--- src/rtl/gpio_bus_sequencer.sv ---
// Host GPIO command word sequencer: forwards one command at a time onto a
// four-block request/acknowledge bus and reports completion in a status word.
module gpio_bus_sequencer #(
    parameter int unsigned TIMEOUT_CYCLES = 255
) (
    input  logic        clk_i,
    input  logic        rst_i,
    input  logic [31:0] gpio1_i,
    output logic [31:0] gpio2_o,
    output logic [3:0]  req_o,
    input  logic [3:0]  ack_i,
    output logic        we_o,
    output logic [11:0] addr_o,
    output logic [15:0] wdata_o,
    input  logic [15:0] rdata0_i,
    input  logic [15:0] rdata1_i,
    input  logic [15:0] rdata2_i,
    input  logic [15:0] rdata3_i
);

    localparam logic [15:0] LP_TMO = TIMEOUT_CYCLES[15:0];

    typedef enum logic [1:0] {
        IDLE,
        REQ,
        DONE
    } state_t;

    state_t      r_state;
    state_t      w_next;
    logic [31:0] r_cmd_q;
    logic        r_tog;
    logic [1:0]  r_blk;
    logic        r_we;
    logic [11:0] r_addr;
    logic [15:0] r_wdata;
    logic [3:0]  r_req;
    logic [15:0] r_cnt;
    logic        r_done_tog;
    logic        r_err;
    logic [1:0]  r_last_blk;
    logic [15:0] r_rdata;

    logic        w_start;
    logic        w_finish;
    logic        w_ack;
    logic        w_tmo;
    logic [15:0] w_cnt_nxt;
    logic [15:0] w_rsel;
    logic        w_busy;

    assign w_ack     = ack_i[r_blk];
    assign w_cnt_nxt = r_cnt + 16'd1;
    assign w_tmo     = (w_cnt_nxt == LP_TMO);
    assign w_busy    = (r_state == REQ);

    always_comb begin
        w_rsel = rdata0_i;
        unique case (r_blk)
            2'd0: w_rsel = rdata0_i;
            2'd1: w_rsel = rdata1_i;
            2'd2: w_rsel = rdata2_i;
            2'd3: w_rsel = rdata3_i;
            default: w_rsel = rdata0_i;
        endcase
    end

    always_ff @(posedge clk_i or posedge rst_i) begin
        if (rst_i) r_state <= IDLE;
        else       r_state <= w_next;
    end

    always_comb begin
        w_next   = r_state;
        w_start  = 1'b0;
        w_finish = 1'b0;
        unique case (r_state)
            IDLE: begin
                if (r_cmd_q[31] != r_done_tog) begin
                    w_next  = REQ;
                    w_start = 1'b1;
                end
            end
            REQ: begin
                if (w_ack || w_tmo) begin
                    w_next   = DONE;
                    w_finish = 1'b1;
                end
            end
            DONE:    w_next = IDLE;
            default: w_next = IDLE;
        endcase
    end

    // Status fields change only when a transaction finishes; ack beats timeout.
    always_ff @(posedge clk_i or posedge rst_i) begin
        if (rst_i) begin
            r_cmd_q    <= '0;
            r_tog      <= 1'b0;
            r_blk      <= '0;
            r_we       <= 1'b0;
            r_addr     <= '0;
            r_wdata    <= '0;
            r_req      <= '0;
            r_cnt      <= '0;
            r_done_tog <= 1'b0;
            r_err      <= 1'b0;
            r_last_blk <= '0;
            r_rdata    <= '0;
        end else begin
            r_cmd_q <= gpio1_i;
            if (w_start) begin
                r_tog   <= r_cmd_q[31];
                r_blk   <= r_cmd_q[30:29];
                r_we    <= r_cmd_q[28];
                r_addr  <= r_cmd_q[27:16];
                r_wdata <= r_cmd_q[15:0];
                r_cnt   <= '0;
                r_req   <= 4'b0001 << r_cmd_q[30:29];
            end else if (r_state == REQ) begin
                r_cnt <= w_cnt_nxt;
                if (w_finish) begin
                    r_req      <= '0;
                    r_done_tog <= r_tog;
                    r_last_blk <= r_blk;
                    r_err      <= ~w_ack;
                    r_rdata    <= (w_ack && !r_we) ? w_rsel : 16'd0;
                end
            end
        end
    end

    assign req_o   = r_req;
    assign we_o    = r_we;
    assign addr_o  = r_addr;
    assign wdata_o = r_wdata;
    assign gpio2_o = {r_done_tog, r_err, w_busy, 11'd0, r_last_blk, r_rdata};

endmodule

--- config.mk ---
export PLATFORM = sky130hd
export DESIGN_NAME = gpio_bus_sequencer
export DESIGN_NICKNAME = d
export VERILOG_FILES = /design/src/rtl/gpio_bus_sequencer.sv
export SDC_FILE = /design/constraint.sdc
export NUM_CORES = 1
export LEC_CHECK = 0
export CORE_ASPECT_RATIO = 0.9
export CORE_MARGIN = 1.5
export CORE_UTILIZATION = 30
export CTS_CLUSTER_DIAMETER = 30
export DETAILED_ROUTE_END_ITERATION = 12
export GPL_TIMING_DRIVEN = 0
export PLACE_DENSITY = 0.57
export SYNTH_ARGS = -nofsm -noshare
export SYNTH_HDL_FRONTEND = slang
export SYNTH_SLANG_ARGS = --single-unit
--- constraint.sdc ---
create_clock -name clk_i -period 2.8 [get_ports clk_i]
set_input_delay 0.28 -clock clk_i [delete_from_list [all_inputs] [get_ports clk_i]]
set_output_delay 0.28 -clock clk_i [all_outputs]
set_load 0.05 [all_outputs]
==> out/summary.log, run 1 <==
qor: run_status.outcome finished, final reports clean
qor: final_layout.nNetsFinal 685
qor: grt.global_route_wire_length_before_repair 18.80 mm
qor: clocking.cts_hold_buffers 0
qor: clocking.clk_latency 0.35 ns
qor: synth.post-synth-top-count-cell sky130_fd_sc_hd__dfrtp_1
qor: die.number_of_i_o_pins 167
qor: place.place_congestion 0.7823
qor: synth.synthDistinctLibCells 52
qor: die.die_area 17060 µm²
qor: final_layout.antenna-diode-count 0
qor: sta.clock.fmax 380.8 MHz
qor: power_and_ir_drop.max-vdd-ir-drop 0.5957 mV
qor: routing.wl_per_cell 15.46 µm
qor: worst_setup_path.critPathCaptureType flip-flop
qor: worst_setup_path.critPathLaunch r_cnt[0]
qor: routing.via_count 3780
qor: clocking.cts-resized-gates 1
qor: die.std_cell_core_area 16020 µm²
qor: worst_setup_path.criticalPathCategory reg2reg
qor: sta.slew_violations 0
qor: final_layout.finish.utilization 44.28%
qor: sta.fin_ws 0.1741 ns
qor: synth.synth-edff-count 0
qor: clocking.cts.reportedPaths.clkPinSlew 0.07 ns
qor: synth.synth_top_flop_cell sky130_fd_sc_hd__dfrtp_1
qor: synth.ys_ff_latch 106
qor: power_and_ir_drop.post-layout-total-power 8071 µW
qor: power_and_ir_drop.cellPowerDensity 1138 nW/µm²
qor: worst_setup_path.timing.critical_path.from_type flip-flop
qor: grt.initial_antenna_violation_count 0
qor: synth.yosys.area.top_type_share 54.30%
qor: grt.grtUsageTotal 14.54%
qor: place.port_buffers 155
qor: routing.totalWireLength 12.26 mm
qor: sta.final-hold-violation-count 0
qor: clocking.postCtsSetupBuffers 0
qor: final_layout.flow.area_growth_from_synthesis 45.21%
qor: grt.grt_pass1_vias 3680
qor: worst_setup_path.r2r_start r_cnt[0]
qor: sta.fin_setup_tns 0 ns
qor: power_and_ir_drop.leakage 0.002892 µW
qor: sta.timing_worst_slew_pin_value 0.8986 ns
qor: synth.synth_area 4885 µm²
qor: die.initial_utilization 30.49%
qor: place.dpl_worst_slack 0.1210 ns
qor: routing.first_pass_iters 4
qor: hold_path.hold_path.class in2async
qor: grt.maximum_number_of_pins_on_one_net_before_global_route_repair 35
qor: synth.syn-instance-count 403
qor: die.floorplan.die.height 124.1 µm
qor: synth.synth_area_leaders sky130_fd_sc_hd__dfrtp_1, sky130_fd_sc_hd__mux2_2, sky130_fd_sc_hd__mux4_2, sky130_fd_sc_hd__o21ai_0, sky130_fd_sc_hd__buf_4
qor: clocking.cts.sink_count 106
qor: die.die_width 137.5 µm
qor: synth.synth.top_cells.by_count sky130_fd_sc_hd__dfrtp_1, sky130_fd_sc_hd__o21ai_0, sky130_fd_sc_hd__mux2_2
qor: synth.synth_warnings 0
qor: clocking.cts_tree yes
qor: sta.max_slew_margin 40.09%
qor: synth.synth_top_area_cell sky130_fd_sc_hd__dfrtp_1
qor: routing.drt-initial-drc-count 215
qor: worst_setup_path.timing.critical_path.required 3.03 ns
qor: sta.timing.final.setup_violations 0
qor: place.place.detailed.hpwl 9.186 mm
qor: routing.vias_per_cell 4.767
qor: synth.syn_area_per_cell 12.12 µm²
qor: clocking.root_buffer sky130_fd_sc_hd__clkbuf_16
qor: sta.finalCritPeriodShare 93.78%
qor: sta.skew 0.007554 ns
qor: worst_setup_path.crit_path_max_fanout 10
qor: die.num_rows 44
qor: clocking.clk_path_buf_depth 2
qor: synth.synth-async-reset-ratio 100.0%
qor: flow_run.number_of_maximum_capacitance_violations 0
qor: routing.ant_nets_after_route 0
qor: sta.finalWorstPathRequiredPeriod 2.626 ns
qor: grt.grt.overflow.total 0
qor: synth.seq_area_frac_synth 54.30%
qor: routing.route.detailed.drc 0
qor: clocking.htree_levels 3
qor: clocking.cts_inserted_buffers 9
qor: final_layout.drive_above_1_share 18.43%
qor: worst_setup_path.data_arrival_time_of_the_critical_path 2.85 ns
[through the flow]
stage	instance area, µm²	hold WS [ns]	cells
after floorplan	4926	0.3114	413
after global placement	6736	0.4568	775
after detailed placement	6797	0.4635	778
after CTS	7081	0.2241	793
after global routing	7093	0.2438	793
final	7093	0.2296	793
[final cells by class]
cell class	instances	area (µm²)
inverters	5	25.02
plain buffers	37	219.0
clock inverters	5	43.79
multi-input cells	264	2039
repair buffers	158	1612
flip-flops and latches	106	2653
clock buffers	11	242.7
well taps	207	259.0
fillers	1446	8927
[worst paths after layout]
check,end,slack (ns),depth (start not counted)
min,r_cmd_q[20],0.23,2
max in group asynchronous,r_cnt[10],1.86,4
min in group clk_i,r_cmd_q[9],0.36,1
max,r_rdata[9],0.17,9
min reg2reg,addr_o[10],0.48,1
max reg2reg,r_rdata[9],0.17,9
[metal layers]
| metal | share of wire, % | vias up | global-route usage (%) | wire length (µm) |
|---|---|---|---|---|
| li1 | - | 1790 | - | - |
| met1 | 43 | 1854 | 18.38 | 5248 |
| met2 | 46 | 124 | 22.09 | 5605 |
| met3 | 11 | 12 | 7.489 | 1291 |
| met4 | 0.93 | 0 | 3.421 | 114 |
| met5 | 0 | - | 0 | 0 |
[worst max-delay path, stage by stage, from the launching register on]
cell	delay (ns)
sky130_fd_sc_hd__dfrtp_1	0.49
sky130_fd_sc_hd__ha_1	0.19
sky130_fd_sc_hd__buf_4	0.16
sky130_fd_sc_hd__nand4_2	0.20
sky130_fd_sc_hd__nor3_1	0.38
sky130_fd_sc_hd__xnor2_1	0.29
sky130_fd_sc_hd__nand3_2	0.22
sky130_fd_sc_hd__nor2_4	0.20
sky130_fd_sc_hd__buf_2	0.24
sky130_fd_sc_hd__o21ai_0	0.12
[sequential cells by signal, indices dropped and copies added, names as in the netlist]
name and flops:
r_cmd_q 32, r_cnt 16, r_rdata 16, wdata_o 16
addr_o 12, req_o 4, r_blk 2, r_last_blk 2
r_state 2, r_done_tog 1, r_err 1, r_tog 1
we_o 1
[kinds of logic after synthesis]
family | Yosys count | synth area share (%)
buffers and inverters | 43 | 4.943
other | 1 | 0.07677
multiplexers | 56 | 16.52
adder cells (fa/ha/maj) | 2 | 0.5122
AND/OR/NAND/NOR | 103 | 12.22
XOR/XNOR | 5 | 0.8965
flip-flops | 106 | 54.30
AO/OA/AOI/OAI | 87 | 10.53
[cells in the final DEF (no fill, tap or decap), drive strengths merged, types with 12 or more instances in the layout]
cell type,n
clkdlybuf4s50,155
dfrtp,106
o21ai,43
mux2,34
nand2,31
buf,28
clkbuf,23
a21oi,20
mux4,16
nor2,13
nor2b,12
[power breakdown]
part	total, µW	switching (µW)	leakage [µW]	internal (µW)
Sequential	2320	315	0.00126	2010
Combinational	4510	2720	0.00149	1800
Clock	1240	594	0.000141	642
Total	8070	3630	0.00289	4440
No activity file was read; power rests on OpenSTA's default activity.
==> inputs of run 2 (changes only) <==
--- a/config.mk
+++ b/config.mk
@@ -5,7 +5,7 @@
 export SDC_FILE = /design/constraint.sdc
 export NUM_CORES = 1
 export LEC_CHECK = 0
-export CORE_ASPECT_RATIO = 0.9
+export CORE_ASPECT_RATIO = 1.2
 export CORE_MARGIN = 1.5
 export CORE_UTILIZATION = 30
 export CTS_CLUSTER_DIAMETER = 30
==> run 2 against run 1 <==
Setup slack worse by 0.022 ns. Count of clock-buffer cells in the layout grew 1. Largest cell class unchanged. Clock skew increased by 0.0028 ns. Utilization rose by 0.71 points. Final cell count grew 0.13%. Total power up 0.62%. Global-route usage is 0.16 points higher. Critical path type is now reg2out. Combinational power hardly changed. Flip-flop and latch count unchanged. Wire length is 0.92% higher. Via count fell by 1.3%. Critical path depth fell by 3.
==> out/summary.log, run 2 (synthesis results as in run 1) <==
qor: die.initial_utilization 30.98%
qor: die.number_of_i_o_pins 167
qor: clocking.root_buffer sky130_fd_sc_hd__clkbuf_16
qor: place.place.detailed.hpwl 9.332 mm
qor: grt.grt_pass1_vias 3765
qor: final_layout.top_register_by_number_of_flip_flops r_cmd_q
qor: die.die_width 119.5 µm
qor: clocking.clk_path_buf_depth 2
qor: sta.slew_violations 0
qor: clocking.htree_levels 3
qor: final_layout.drive_above_1_share 18.09%
qor: grt.maximum_number_of_pins_on_one_net_before_global_route_repair 43
qor: power_and_ir_drop.switchingPower 3598 µW
qor: flow_run.number_of_maximum_capacitance_violations 0
qor: final_layout.final_design_area_excluding_fillers 7092 µm²
qor: sta.hold_slack 0.3602 ns
qor: sta.finalCritPeriodShare 94.56%
qor: power_and_ir_drop.power_frac_comb 55.5%
qor: place.placement.cell_area 6778 µm²
qor: die.floorplan.die.height 142.8 µm
qor: worst_setup_path.crit_path_max_fanout 10
qor: final_layout.multiInputGateArea 2039 µm²
qor: clocking.cts_inserted_buffers 9
qor: power_and_ir_drop.leakage 0.002893 µW
qor: clocking.postCtsSetupBuffers 0
qor: sta.timing_worst_slew_pin_value 0.8691 ns
qor: worst_setup_path.timing.critical_path.slowest_cell_delay 0.52 ns
qor: sta.fin_setup_tns 0 ns
qor: die.die_area 17060 µm²
qor: routing.first_pass_iters 4
qor: clocking.cts.sink_count 106
qor: worst_setup_path.critPathCaptureType output port
qor: final_layout.largest_register_ff_count 32
qor: clocking.cts_hold_buffers 0
qor: sta.clock.fmax 377.7 MHz
qor: worst_setup_path.data_arrival_time_of_the_critical_path 2.37 ns
qor: grt.grt.overflow.total 0
qor: clocking.clk_latency 0.35 ns
qor: worst_setup_path.timing.critical_path.required 2.52 ns
qor: grt.global_route_wire_length_before_repair 19.60 mm
qor: worst_setup_path.criticalPathCategory reg2out
qor: worst_setup_path.timing.critical_path.slowest_stage_cell sky130_fd_sc_hd__dlygate4sd2_1
qor: hold_path.hold_path.class in2reg
qor: final_layout.final_common_cell sky130_fd_sc_hd__clkdlybuf4s50_1
qor: grt.grtUsageTotal 14.70%
qor: power_and_ir_drop.internal_power 4524 µW
qor: routing.ant_nets_after_route 0
qor: routing.drt-initial-drc-count 112
qor: clocking.cts_tree yes
qor: clocking.cts.reportedPaths.clkPinSlew 0.07 ns
qor: die.std_cell_core_area 15770 µm²
qor: worst_setup_path.crit_chain nand2b_1, clkbuf_1, clkinv_2, buf_1, buf_4, dlygate4sd2_1
qor: final_layout.nNetsFinal 685
qor: power_and_ir_drop.clkPwrFrac 16.0%
qor: routing.vias_per_cell 4.700
qor: routing.totalWireLength 12.37 mm
qor: final_layout.layout.area.seq 2653 µm²
qor: worst_setup_path.cp.buffers_inverters 5
qor: routing.via_count 3732
qor: final_layout.fillerInstances 1517
qor: sta.skew 0.01032 ns
qor: worst_setup_path.critical_path.top_delay_family buffers and inverters
qor: routing.wl_per_cell 15.58 µm
qor: sta.rsz0062_at_grt no
qor: final_layout.flow.area_growth_from_synthesis 45.18%
qor: sta.finalWorstPathRequiredPeriod 2.648 ns
qor: power_and_ir_drop.power.sequential.fraction 28.4%
qor: run_status.outcome finished, final reports clean
qor: power_and_ir_drop.cellPowerDensity 1145 nW/µm²
qor: die.num_rows 50
qor: sta.max_slew_margin 42.06%
qor: sta.final-hold-violation-count 0
qor: final_layout.antenna-diode-count 0
qor: power_and_ir_drop.switching_share 44.30%
qor: worst_setup_path.timing.critical_path.from_type flip-flop
qor: grt.initial_antenna_violation_count 0
qor: power_and_ir_drop.max-vdd-ir-drop 0.5846 mV
qor: routing.route.detailed.drc 0
qor: sta.timing.final.setup_violations 0
qor: place.port_buffers 155
qor: final_layout.leading_cell_types_in_the_layout_fill_and_taps_excluded sky130_fd_sc_hd__clkdlybuf4s50_1, sky130_fd_sc_hd__dfrtp_1, sky130_fd_sc_hd__o21ai_0, sky130_fd_sc_hd__mux2_2, sky130_fd_sc_hd__nand2_1
qor: place.place_congestion 0.8119
==> run 2: cell count changes in the layout (fill, tap and decap cells not counted), sizes merged <==
| cell | delta |
|---|---|
| bufinv | +1 |
| clkbuf | +1 |
| clkdlybuf4s50 | -1 |
| dlygate4sd2 | +1 |
| inv | -2 |
==> run 2: path summary, 6_finish.rpt <==
path                        startpoint          end  slack, ns  cells past startpoint
max                         r_state[1]  gpio2_o[29]       0.15                      6
max reg2reg                   r_cnt[1]   r_rdata[9]       0.31                      9
min in group asynchronous        rst_i   r_cmd_q[5]       0.43                      2
max in group asynchronous        rst_i  r_cmd_q[29]       1.71                      3
min                        gpio1_i[30]  r_cmd_q[30]       0.36                      1
min reg2reg                r_cmd_q[28]         we_o       0.48                      1
==> run 2: cell type report <==
cell class                 instances  area share [%]
sequential                       106           37.40
multi-input combinational        264           28.76
timing repair buffer             157           22.42
tap                              208           3.670
clock buffer                      12           3.476
buffer                            38           3.140
clock inverter                     4          0.7939
inverter                           5          0.3352
==> run 2: power groups by stage <==
stage / registers (µW) / logic, µW / clock network (µW)
6_report: 2310 / 4510 / 1300
5_1_grt: 2380 / 4820 / 1400
4_1_cts: 2320 / 4560 / 1350
3_5_place_dp: 2340 / 4560 / 0
3_3_place_gp: 2320 / 4500 / 0
2_1_floorplan: 3590 / 1830 / 0
==> run 2: per-layer routing <==
layer  up-vias  GRT usage, %  share of wire (%)
met5         -             0                  0
met3        12         4.153                7.2
met4         0         5.639                1.6
met1      1814         17.41                 40
li1       1783             -                  -
met2       123         25.35                 51
==> run 2: worst register-to-register path, stage by stage (launching register included) <==
cell and delay [ns]:
sky130_fd_sc_hd__dfrtp_1 0.48, sky130_fd_sc_hd__ha_1 0.20, sky130_fd_sc_hd__buf_4 0.15, sky130_fd_sc_hd__nand4_2 0.20, sky130_fd_sc_hd__nor4_2 0.35, sky130_fd_sc_hd__xnor2_1 0.22
sky130_fd_sc_hd__o2111ai_4 0.25, sky130_fd_sc_hd__nor2_4 0.17, sky130_fd_sc_hd__buf_2 0.23, sky130_fd_sc_hd__o21ai_0 0.12
==> run 2: what timing repair did <==
item                                    in CTS  in global routing
hold endpoints to repair                     0                  0
pin swaps                                    0                  0
endpoints found under the setup margin       1                  9
cloned                                       0                  0
resized for setup                            2                  2
==> run 2: stage by stage <==
| stage | std cells | worst slack, ns | util, % | total power (µW) |
|---|---|---|---|---|
| 2_1_floorplan | 413 | 0.5683 | - | 5422 |
| 3_3_place_gp | 776 | 0.1282 | 42.74 | 6822 |
| 3_5_place_dp | 778 | 0.1391 | 42.99 | 6899 |
| 4_1_cts | 794 | 0.1051 | 44.91 | 8238 |
| 5_1_grt | 794 | 0.004690 | 44.98 | 8602 |
| 6_report | 794 | 0.1524 | 44.98 | 8122 |
==> inputs of run 3 (changes only) <==
--- a/config.mk
+++ b/config.mk
@@ -7,11 +7,11 @@
 export LEC_CHECK = 0
 export CORE_ASPECT_RATIO = 1.2
 export CORE_MARGIN = 1.5
-export CORE_UTILIZATION = 30
+export CORE_UTILIZATION = 41
 export CTS_CLUSTER_DIAMETER = 30
 export DETAILED_ROUTE_END_ITERATION = 12
 export GPL_TIMING_DRIVEN = 0
-export PLACE_DENSITY = 0.57
+export PLACE_DENSITY = 0.74
 export SYNTH_ARGS = -nofsm -noshare
 export SYNTH_HDL_FRONTEND = slang
 export SYNTH_SLANG_ARGS = --single-unit
==> run 3 against run 2 <==
Clock power about the same. Global-route usage increased by 4.7 points. Maximum frequency rose by 4.9%. Non-clock buffer count shrank 1. Setup slack better by 0.12 ns. Via count grew 1.4%. Sequential share of layout area up 0.39 points. Final area shrank 1.0%. First-iteration DRC count grew 79%. Critical path type is now reg2reg. Critical endpoint is now r_rdata[10].
==> out/summary.log, run 3 (synthesis results as in run 1) <==
qor: run_status.outcome finished, final reports clean
qor: sta.slew_violations 0
qor: die.die_width 102.6 µm
qor: final_layout.layoutNonFillerInstCount 741
qor: final_layout.drive_above_1_share 18.32%
qor: sta.finalCritPeriodShare 90.10%
qor: die.num_rows 43
qor: clocking.postCtsSetupBuffers 0
qor: grt.grt.overflow.total 0
qor: place.dp.cells 727
qor: die.number_of_i_o_pins 167
qor: worst_setup_path.data_arrival_time_of_the_critical_path 2.74 ns
qor: routing.route.detailed.drc 0
qor: power_and_ir_drop.cellPowerDensity 1151 nW/µm²
qor: grt.grt_pass1_vias 3906
qor: grt.grtUsageTotal 19.40%
qor: final_layout.flow.area_growth_from_synthesis 43.70%
qor: place.port_buffers 155
qor: clocking.clk_latency 0.35 ns
qor: sta.final-hold-violation-count 0
qor: clocking.cts_tree yes
qor: place.place.detailed.hpwl 8.705 mm
qor: final_layout.finish.utilization 60.68%
qor: routing.vias_per_cell 5.105
qor: final_layout.final_common_cell sky130_fd_sc_hd__clkdlybuf4s50_1
qor: clocking.cts.sink_count 106
qor: clocking.cts_inserted_buffers 9
qor: final_layout.fillerInstances 924
qor: die.die_area 12580 µm²
qor: routing.first_pass_iters 4
qor: grt.initial_antenna_violation_count 0
qor: grt.global_route_wire_length_before_repair 18.80 mm
qor: worst_setup_path.critPathCaptureType flip-flop
qor: sta.timing_worst_slew_pin_value 0.8706 ns
qor: sta.max_slew_margin 41.96%
qor: place.place_congestion 0.8033
qor: worst_setup_path.timing.critical_path.from_type flip-flop
qor: clocking.cts.reportedPaths.clkPinSlew 0.07 ns
qor: final_layout.multiInputGateArea 2039 µm²
qor: die.initial_utilization 42.23%
qor: worst_setup_path.timing.critical_path.required 3.02 ns
qor: hold_path.hold_path.class in2async
qor: routing.ant_nets_after_route 0
qor: sta.fin_setup_tns 0 ns
qor: final_layout.nNetsFinal 684
qor: final_layout.largest_register_ff_count 32
qor: worst_setup_path.criticalPathCategory reg2reg
qor: sta.skew 0.007334 ns
qor: worst_setup_path.crit_path_max_fanout 10
qor: sta.finalWorstPathRequiredPeriod 2.523 ns
qor: flow_run.number_of_maximum_capacitance_violations 0
qor: final_layout.layout.area.seq 2653 µm²
qor: sta.timing.final.setup_violations 0
qor: sta.rsz0062_at_grt no
qor: die.std_cell_core_area 11570 µm²
qor: grt.maximum_number_of_pins_on_one_net_before_global_route_repair 44
qor: routing.totalWireLength 11.64 mm
qor: final_layout.top_register_by_number_of_flip_flops r_cmd_q
qor: clocking.htree_levels 3
qor: clocking.cts_hold_buffers 0
qor: routing.via_count 3783
qor: clocking.root_buffer sky130_fd_sc_hd__clkbuf_16
qor: power_and_ir_drop.leakage 0.002887 µW
qor: routing.wl_per_cell 15.71 µm
qor: final_layout.antenna-diode-count 0
qor: routing.drt-initial-drc-count 201
qor: sta.hold_slack 0.3602 ns
qor: die.floorplan.die.height 122.6 µm
qor: clocking.clk_path_buf_depth 2
qor: final_layout.leading_cell_types_in_the_layout_fill_and_taps_excluded sky130_fd_sc_hd__clkdlybuf4s50_1, sky130_fd_sc_hd__dfrtp_1, sky130_fd_sc_hd__o21ai_0, sky130_fd_sc_hd__mux2_2, sky130_fd_sc_hd__nand2_1
qor: power_and_ir_drop.max-vdd-ir-drop 0.9446 mV
qor: sta.clock.fmax 396.4 MHz
run 3: final timing paths:
check | startpoint | to | slack, ns | cells past startpoint
worst min-delay path | rst_i | addr_o[7] | 0.36 | 2
worst max-delay path | r_cnt[0] | r_rdata[10] | 0.28 | 9
worst min register to register | r_cmd_q[8] | wdata_o[8] | 0.48 | 1
max in group asynchronous | rst_i | r_blk[1] | 1.57 | 4
min in group clk_i | gpio1_i[7] | r_cmd_q[7] | 0.37 | 1
worst max register to register | r_cnt[0] | r_rdata[10] | 0.28 | 9
run 3: critical path, cell delays in order, from the launching register on:
cell and delay, ns:
sky130_fd_sc_hd__dfrtp_1 0.49, sky130_fd_sc_hd__ha_1 0.20, sky130_fd_sc_hd__buf_4 0.15, sky130_fd_sc_hd__nand4_2 0.19, sky130_fd_sc_hd__nor4_2 0.38, sky130_fd_sc_hd__xnor2_1 0.23
sky130_fd_sc_hd__o2111ai_4 0.25, sky130_fd_sc_hd__nor2_4 0.18, sky130_fd_sc_hd__buf_2 0.22, sky130_fd_sc_hd__o21ai_0 0.12
run 3: through the flow:
| stage | total power (µW) | setup slack [ns] | area (µm²) |
|---|---|---|---|
| floorplan | 5422 | 0.5683 | 4926 |
| global placement | 6751 | 0.1493 | 6674 |
| detailed placement | 6853 | 0.1665 | 6714 |
| CTS | 8163 | 0.1251 | 7012 |
| global route | 8539 | 0.06541 | 7019 |
| finish | 8082 | 0.2772 | 7019 |
run 3: where the power goes:
part,internal (µW),switching [µW],total [µW]
sequential,2010,313,2320
combinational,1790,2700,4490
clock,700,570,1270
run 3: area by class of cell:
type / instances / area share [%]
Sequential cell: 106 / 37.79
Multi-Input combinational cell: 264 / 29.06
Timing Repair Buffer: 157 / 22.66
Clock buffer: 9 / 3.209
Buffer: 37 / 3.119
Tap cell: 157 / 2.799
Clock inverter: 6 / 1.034
Inverter: 5 / 0.3387
run 3: repair_timing:
action                     in CTS  in global routing
setup endpoints to repair       1                 17
gates cloned                    0                  0
resized for setup               2                  2
run 3: layer usage:
metal / part of all wire, % / GRT usage [%] / up-vias
li1: - / - / 1782
met1: 39 / 23.26 / 1862
met2: 52 / 33.57 / 122
met3: 7.4 / 4.954 / 17
met4: 1.8 / 6.935 / 0
met5: 0 / 0 / -
